<file path="config.mk">
export PLATFORM = sky130hd
export DESIGN_NAME = mem_arbiter
export DESIGN_NICKNAME = d
export VERILOG_FILES = /design/src/rtl/mem_arbiter.sv
export SDC_FILE = /design/constraint.sdc
export NUM_CORES = 1
export LEC_CHECK = 0
export ABC_CLOCK_PERIOD_IN_PS = 2000
export BUFFER_PORTS_ARGS = -buffer_cell sky130_fd_sc_hd__buf_2
export CORE_ASPECT_RATIO = 0.75
export CORE_MARGIN = 4
export CORE_UTILIZATION = 26
export DETAILED_ROUTE_END_ITERATION = 8
export GPL_TIMING_DRIVEN = 0
export HOLD_SLACK_MARGIN = 0.06
export PLACE_DENSITY = 0.6
export SLEW_MARGIN = 5
export SYNTH_ARGS = -nofsm -noshare
export SYNTH_HDL_FRONTEND = slang
export SYNTH_SLANG_ARGS = --single-unit
</file>
<file path="constraint.sdc">
create_clock -name clk_i -period 2 [get_ports clk_i]
set_clock_uncertainty 0.15 [all_clocks]
set_input_delay 0.2 -clock clk_i [delete_from_list [all_inputs] [get_ports clk_i]]
set_output_delay 0.2 -clock clk_i [all_outputs]
set_load 0.03 [all_outputs]
</file>
<file path="src/rtl/mem_arbiter.sv">
// Two-requester (CPU/DMA) arbiter for a single synchronous memory port.
// Round-robin with a 1-bit priority pointer; one access every two cycles at full load.
module mem_arbiter (
    input  logic        clk_i,
    input  logic        rst_ni,
    input  logic        cpu_req_i,
    input  logic        cpu_we_i,
    input  logic [15:0] cpu_addr_i,
    input  logic [15:0] cpu_wdata_i,
    input  logic        dma_req_i,
    input  logic        dma_we_i,
    input  logic [15:0] dma_addr_i,
    input  logic [15:0] dma_wdata_i,
    output logic        cpu_gnt_o,
    output logic        dma_gnt_o,
    output logic        cpu_done_o,
    output logic        dma_done_o,
    output logic [15:0] cpu_rdata_o,
    output logic [15:0] dma_rdata_o,
    output logic        mem_en_o,
    output logic        mem_we_o,
    output logic [15:0] mem_addr_o,
    output logic [15:0] mem_wdata_o,
    input  logic [15:0] mem_rdata_i,
    output logic        busy_o
);

    typedef enum logic [1:0] {StIdle, StIssue, StData} state_e;

    state_e      state_q, state_d;
    logic        prio_q, prio_d;
    logic        owner_q, owner_d;  // 0 = CPU, 1 = DMA
    logic        mem_en_q, mem_en_d;
    logic        mem_we_q, mem_we_d;
    logic [15:0] mem_addr_q, mem_addr_d;
    logic [15:0] mem_wdata_q, mem_wdata_d;
    logic        cpu_gnt_q, cpu_gnt_d;
    logic        dma_gnt_q, dma_gnt_d;
    logic        cpu_done_q, cpu_done_d;
    logic        dma_done_q, dma_done_d;
    logic [15:0] cpu_rdata_q, cpu_rdata_d;
    logic [15:0] dma_rdata_q, dma_rdata_d;
    logic        busy_q, busy_d;

    logic any_req;
    logic cpu_win;
    logic arb_en;

    assign any_req = cpu_req_i | dma_req_i;
    // A lone requester wins; on contention the pointer decides.
    assign cpu_win = cpu_req_i & (~dma_req_i | ~prio_q);

    always_comb begin
        state_d     = state_q;
        prio_d      = prio_q;
        owner_d     = owner_q;
        mem_en_d    = 1'b0;
        mem_we_d    = mem_we_q;
        mem_addr_d  = mem_addr_q;
        mem_wdata_d = mem_wdata_q;
        cpu_gnt_d   = 1'b0;
        dma_gnt_d   = 1'b0;
        cpu_done_d  = 1'b0;
        dma_done_d  = 1'b0;
        cpu_rdata_d = cpu_rdata_q;
        dma_rdata_d = dma_rdata_q;
        arb_en      = 1'b0;

        unique case (state_q)
            StIdle: begin
                arb_en = 1'b1;
            end
            StIssue: begin
                state_d = StData;
            end
            StData: begin
                state_d = StIdle;
                arb_en  = 1'b1;
                if (owner_q) begin
                    dma_done_d = 1'b1;
                end else begin
                    cpu_done_d = 1'b1;
                end
                // Read data returns while in DATA; writes leave rdata untouched.
                if (!mem_we_q) begin
                    if (owner_q) begin
                        dma_rdata_d = mem_rdata_i;
                    end else begin
                        cpu_rdata_d = mem_rdata_i;
                    end
                end
            end
            default: begin
                state_d = StIdle;
            end
        endcase

        if (arb_en && any_req) begin
            state_d  = StIssue;
            owner_d  = ~cpu_win;
            prio_d   = cpu_win;
            mem_en_d = 1'b1;
            if (cpu_win) begin
                mem_we_d    = cpu_we_i;
                mem_addr_d  = cpu_addr_i;
                mem_wdata_d = cpu_wdata_i;
                cpu_gnt_d   = 1'b1;
            end else begin
                mem_we_d    = dma_we_i;
                mem_addr_d  = dma_addr_i;
                mem_wdata_d = dma_wdata_i;
                dma_gnt_d   = 1'b1;
            end
        end

        busy_d = (state_d != StIdle);
    end

    always_ff @(posedge clk_i or negedge rst_ni) begin
        if (!rst_ni) begin
            state_q     <= StIdle;
            prio_q      <= 1'b0;
            owner_q     <= 1'b0;
            mem_en_q    <= 1'b0;
            mem_we_q    <= 1'b0;
            mem_addr_q  <= 16'h0000;
            mem_wdata_q <= 16'h0000;
            cpu_gnt_q   <= 1'b0;
            dma_gnt_q   <= 1'b0;
            cpu_done_q  <= 1'b0;
            dma_done_q  <= 1'b0;
            cpu_rdata_q <= 16'h0000;
            dma_rdata_q <= 16'h0000;
            busy_q      <= 1'b0;
        end else begin
            state_q     <= state_d;
            prio_q      <= prio_d;
            owner_q     <= owner_d;
            mem_en_q    <= mem_en_d;
            mem_we_q    <= mem_we_d;
            mem_addr_q  <= mem_addr_d;
            mem_wdata_q <= mem_wdata_d;
            cpu_gnt_q   <= cpu_gnt_d;
            dma_gnt_q   <= dma_gnt_d;
            cpu_done_q  <= cpu_done_d;
            dma_done_q  <= dma_done_d;
            cpu_rdata_q <= cpu_rdata_d;
            dma_rdata_q <= dma_rdata_d;
            busy_q      <= busy_d;
        end
    end

    assign cpu_gnt_o   = cpu_gnt_q;
    assign dma_gnt_o   = dma_gnt_q;
    assign cpu_done_o  = cpu_done_q;
    assign dma_done_o  = dma_done_q;
    assign cpu_rdata_o = cpu_rdata_q;
    assign dma_rdata_o = dma_rdata_q;
    assign mem_en_o    = mem_en_q;
    assign mem_we_o    = mem_we_q;
    assign mem_addr_o  = mem_addr_q;
    assign mem_wdata_o = mem_wdata_q;
    assign busy_o      = busy_q;

    a_no_back_to_back_en: assert property (
        @(posedge clk_i) disable iff (!rst_ni) mem_en_o |=> !mem_en_o);
    a_one_gnt: assert property (
        @(posedge clk_i) disable iff (!rst_ni) !(cpu_gnt_o && dma_gnt_o));
    a_one_done: assert property (
        @(posedge clk_i) disable iff (!rst_ni) !(cpu_done_o && dma_done_o));

endmodule

</file>
Word-level counts from Yosys, hierarchy flattened
Cells that the tools add are included.
{ "totals": {"register_bits": 75, "latchBits": 0, "mem_bits_rw": 0, "romBits": 0, "input_bits": 86, "memories": 0} }
{ "classes": {"add_sub_neg": 0, "mul": 0, "div": 0, "n_lt_le_gt_ge": 0, "n_eq_ne": 2, "shifts": 0, "mux": 15, "bitwise": 8, "n_reduce_logical": 6} }
{ "op_table": {"columns": ["operator", "n"], "rows": [
  ["two-way mux 16 bit", 2],
  ["two-way mux 1 bit", 11],
  ["AND reduction 3 bit", 2],
  ["inverter 1 bit", 5],
  ["case mux 2 bit (2 select lines)", 1],
  ["equality test 2 x 1 -> 1 bit, second input constant", 1],
  ["equality test 2 bit, second input constant", 1],
  ["zero test 2 bit", 1],
  ["two-way mux 2 bit", 1],
  ["bitwise OR 1 bit", 2],
  ["nonzero test 2 bit", 1],
  ["OR reduction 2 bit", 1],
  ["bitwise AND 1 bit", 1],
  ["logical AND 1 bit", 1]
]} }

Longest topological paths before layout
{ "depth": {"word_depth": 6, "mapped_depth": 5} }

Worst setup path before layout
Ideal clock, no wire load.
{ "synth_timing": {"path_type": "register -> register", "from": "register state_q[0]", "to": "register cpu_rdata_q[10] (netlist: cpu_rdata_o[10])", "setup_time_ps": 125, "arrival_time_ps": 1310, "t_required_ps": 1725, "path_slack_ps": 416, "path_stages_with_launch": 6, "path_buffers": 2, "path_cell_list": "dfrtp_1 -> nor3b_2 -> nor2b_1 -> buf_4 -> buf_6 -> mux2_2"} }
{ "synth_between": {"elab_chain_len": 2} }
{ "synth_lines": {"columns": ["element", "line_no", "text"], "rows": [
  ["from (decl)", "30", "state_e state_q, state_d;"],
  ["from (signal assigned)", "121", "state_q <= StIdle;"],
  ["from (signal assigned)", "136", "state_q <= state_d;"],
  ["equality test 2 bit", "69", "unique case (state_q)"],
  ["AND reduction 3 bit (no source line)", null, null],
  ["to (signal assigned)", "147", "cpu_rdata_q <= cpu_rdata_d;"],
  ["to (decl)", "41", "logic [15:0] cpu_rdata_q, cpu_rdata_d;"]
]} }
No other way between the ends.
A chain may end at the register's enable or synchronous reset.

Final worst setup path
{ "layout_timing": {"from": "register state_q[0]", "to": "register mem_wdata_q[12] (netlist: mem_wdata_o[12])"} }
{ "layout_between": {"elab_chain_len": 4, "word_cells_on_any_way": 5} }
{ "layout_lines": {"columns": ["element", "line_no", "text"], "rows": [
  ["equality test 2 bit or zero test 2 bit (tied branches)", "69", null],
  ["OR reduction 2 bit (no source line) *", null, null],
  ["two-way mux 1 bit *", "69", null],
  ["logical AND 1 bit *", "98", "if (arb_en && any_req) begin"],
  ["to (signal assigned)", "142", "mem_wdata_q <= mem_wdata_d;"],
  ["to (decl)", "36", "logic [15:0] mem_wdata_q, mem_wdata_d;"]
]} }
Every way passes the cells marked *; elsewhere a longest branch is shown, timed or not.

==> out/results.ini <==
[run_status]
status = finished clean

[worst_setup_path]
cp_top_family = buffers and inverters
critPathBufInv = 2
worst_path_max_delay_cell = dfrtp_1
worstPathArrival_ns = 1.85
crit_required_ns = 2.07
reg2reg_depth = 5
worstSetupPathType = flop to flop
startpoint_type = flop
crit_chain = o21bai_1 -> buf_2 -> clkbuf_1 -> and2_1 -> a221o_1
critPathMaxFanout = 10
critPathMaxStageDelay_ns = 0.41
cp-end-kind = flop
cp.depth = 5

[floorplanning]
die_h_microns = 102
die-area_sq_mm = 0.0135
rows = 33
core_region_area_sq_mm = 0.0112
die_w_microns = 133
initial_core_util = 0.272
ioPinCount = 157

[yosys]
syn_avg_cell_area_sq_um = 14.8
ys_types = 23
syn_nets = 291
ys_top_cells_by_area = dfrtp_1 62%, a221o_1 11%, and2_1 6.8%
synth_xor_area_frac = 0
ys_seq_area_frac = 0.617
yosys.area.top_type = dfrtp_1
synth_top_family_by_area = multiplexers
synth-compound-area-share = 0.118
synth_common_cells = 75 x dfrtp_1, 33 x a221o_1, 33 x and2_1
yosys.area_share.adder = 0
synth_edf_count = 0
synthArstFlopShare = 1.00
ys.flop_type = dfrtp_1
synth_top_area_share = 0.617
mappedNetlistArea_sq_mm = 0.00304
yosys.area_share.simple = 0.0901
ys_warn_count = 0
yosysMostFrequentCell = dfrtp_1
synth-seq-cells = 75
syn_inst = 205
yosys-mux-area-fraction = 0.131

[grt]
grt_overflow = 0
use_met2 = 0.220
use_met1 = 0.171
grt_pass1_vias = 2856
grt_max_degree = 41
met3_usage = 0.0516
grt_pass1_wl_mm = 14.6
grt_usage = 0.138
antenna_found_initial = 0
busiest_layer = met2

[timing]
fin_ws_ns = 0.220
min_period_over_period = 0.890
timing.slew.headroom = 0.674
setup_viol_count_final = 0
slew_viol_final = 0
hold_viol = 0
final.setup.tns_ns = 0
rsz0062_at_grt = no
min_period_ns = 1.78
max_freq_mhz = 562
worstMarginPinSlew_ns = 0.489

[clock_tree]
numClockSinks = 75
htree_levels = 3
post-cts-setup-buffer-count = 0
cts_tree = yes
clock_latency_ns = 0.33
ctsResizeCount = 0
root_buffer = clkbuf_16
max-clock-path-buffers = 2
cts_buffers = 9
clk_pin_slew_ns = 0.06

[power]
clock_power_share = 0.271
p_comb_frac = 0.386
leakage_uw = 0.00257
netSwitchingPower_uw = 2430
finalPower_uw = 6610
ir_worst_vdd_uv = 490
seqPwrFrac = 0.343
power_density_mw_per_mm2 = 1270
p_int_uw = 4190
p_sw_frac = 0.367

[cells_and_area]
multi_input_area_sq_mm = 0.00103
register_area_sq_mm = 0.00188
area_growth_syn_to_layout_pct = 71.4
final_net_count = 542
fin_util = 0.466
drive_above_1_share = 0.466
fill_cells = 980

[drt]
vias = 2670
route.detailed.drc = 0
ant_nets = 0
vias_per_cell = 4.31
drtIter0Drc = 58
drt-pass1-iter-count = 4
totalWireLength_mm = 9.16
wire_per_inst_microns = 14.8

[placement]
gp_congestion = 0.781
dpl.hpwl_mm = 6.18
io_buffers = 156
dpl_worst_slack_ns = 0.241

[worst_hold_path]
hold_class = primary input to async pin

[run]
max_cap_viol_count = 0

-- power by group through the flow --
stage | combinational, uW | sequential (uW) | clock [uW]
after floorplan | 666 | 3260 | 0
after global placement | 2420 | 2270 | 0
after detailed placement | 2450 | 2290 | 0
after CTS | 2570 | 2270 | 1860
after global routing | 2700 | 2330 | 1930
final | 2550 | 2270 | 1790
-- timing repair --
item / in CTS / in global routing
endpoints found under the setup margin: 0 / 0
hold buffers: 83 / 0
endpoints found under the hold margin: 100 / 0
-- worst register-to-register path: stages (launching register included) --
cell and delay, ns:
dfrtp_1 0.41, o21bai_1 0.17, buf_2 0.20, clkbuf_1 0.24, and2_1 0.24, a221o_1 0.26
-- final timing paths --
kind | startpoint | endpoint | slack, ns
worst max-delay path | state_q[0] | mem_wdata_o[12] | 0.22
worst min-delay path | rst_ni | cpu_rdata_o[7] | 0.24
worst max register to register | state_q[0] | mem_wdata_o[12] | 0.22
worst min register to register | state_q[1] | state_q[1] | 0.30
max in group asynchronous | rst_ni | mem_addr_o[9] | 0.88
min in group clk_i | cpu_req_i | mem_en_o | 0.24
-- logic make-up after synthesis --
logic type      Yosys count
buf+inv                  19
compound gates           37
simple gates             42
flops                    75
mux                      32
-- metrics by stage --
step | area (sq um) | std cells | hold slack, ns
final | 5210 | 619 | 0.242
after global routing | 5210 | 618 | 0.276
after CTS | 5210 | 618 | 0.216
after detailed placement | 4040 | 519 | 0.0465
after global placement | 4020 | 518 | 0.280
after floorplan | 3040 | 205 | -0.246
-- flip-flops by register name, summed over array words and instances, names as in the netlist --
signal / count
mem_we_o: 1
busy_o: 1
prio_q: 1
state_q: 2
cpu_rdata_o: 16
mem_addr_o: 16
dma_gnt_o: 1
cpu_done_o: 1
mem_en_o: 1
dma_rdata_o: 16
mem_wdata_o: 16
dma_done_o: 1
owner_q: 1
cpu_gnt_o: 1
-- placed cells by master, fill, tap and decap left out --
cell           Yosys  layout
clkinvlp_4         0       1
nor2_1             1       1
clkinv_4           0       2
nand2_1            1       1
nor2b_1            1       1
mux2_4            10      10
mux2_1             4       4
o21ai_0            1       1
buf_6              5       5
nor3b_2            1       1
clkbuf_8           0       2
and3b_1            1       1
dlygate4sd3_1      0      83
inv_1              3       3
diode_2            0       1
and2_1            33      33
buf_4              1       2
clkbuf_16          0       9
o21bai_1           1       1
nor2b_4            1       1
clkbuf_1           4       4
mux2_2            18      18
and3_1             2       2
a221o_1           33      33
a21o_1             2       2
buf_2              5     160
nand2b_1           1       1
dfrtp_1           75      75
buf_12             1       2
bufinv_16          0       2
-- per-layer routing --
metal,wire (microns),part of all wire,up-vias
met5,0,0,-
met4,152,0.017,0
met3,737,0.080,15
met2,4310,0.47,124
met1,3960,0.43,1275
li1,-,-,1256
-- layout make-up --
cell class              instances  area share
clock buffers                  11      0.0485
inverters                       3     0.00216
diodes                          1    0.000480
multi-input cells             111       0.198
plain buffers                  16      0.0238
well taps                     157      0.0377
flip-flops and latches         75       0.360
repair buffers                240       0.313
clock inverters                 5      0.0163
No activity file was read; power rests on OpenSTA's default activity.
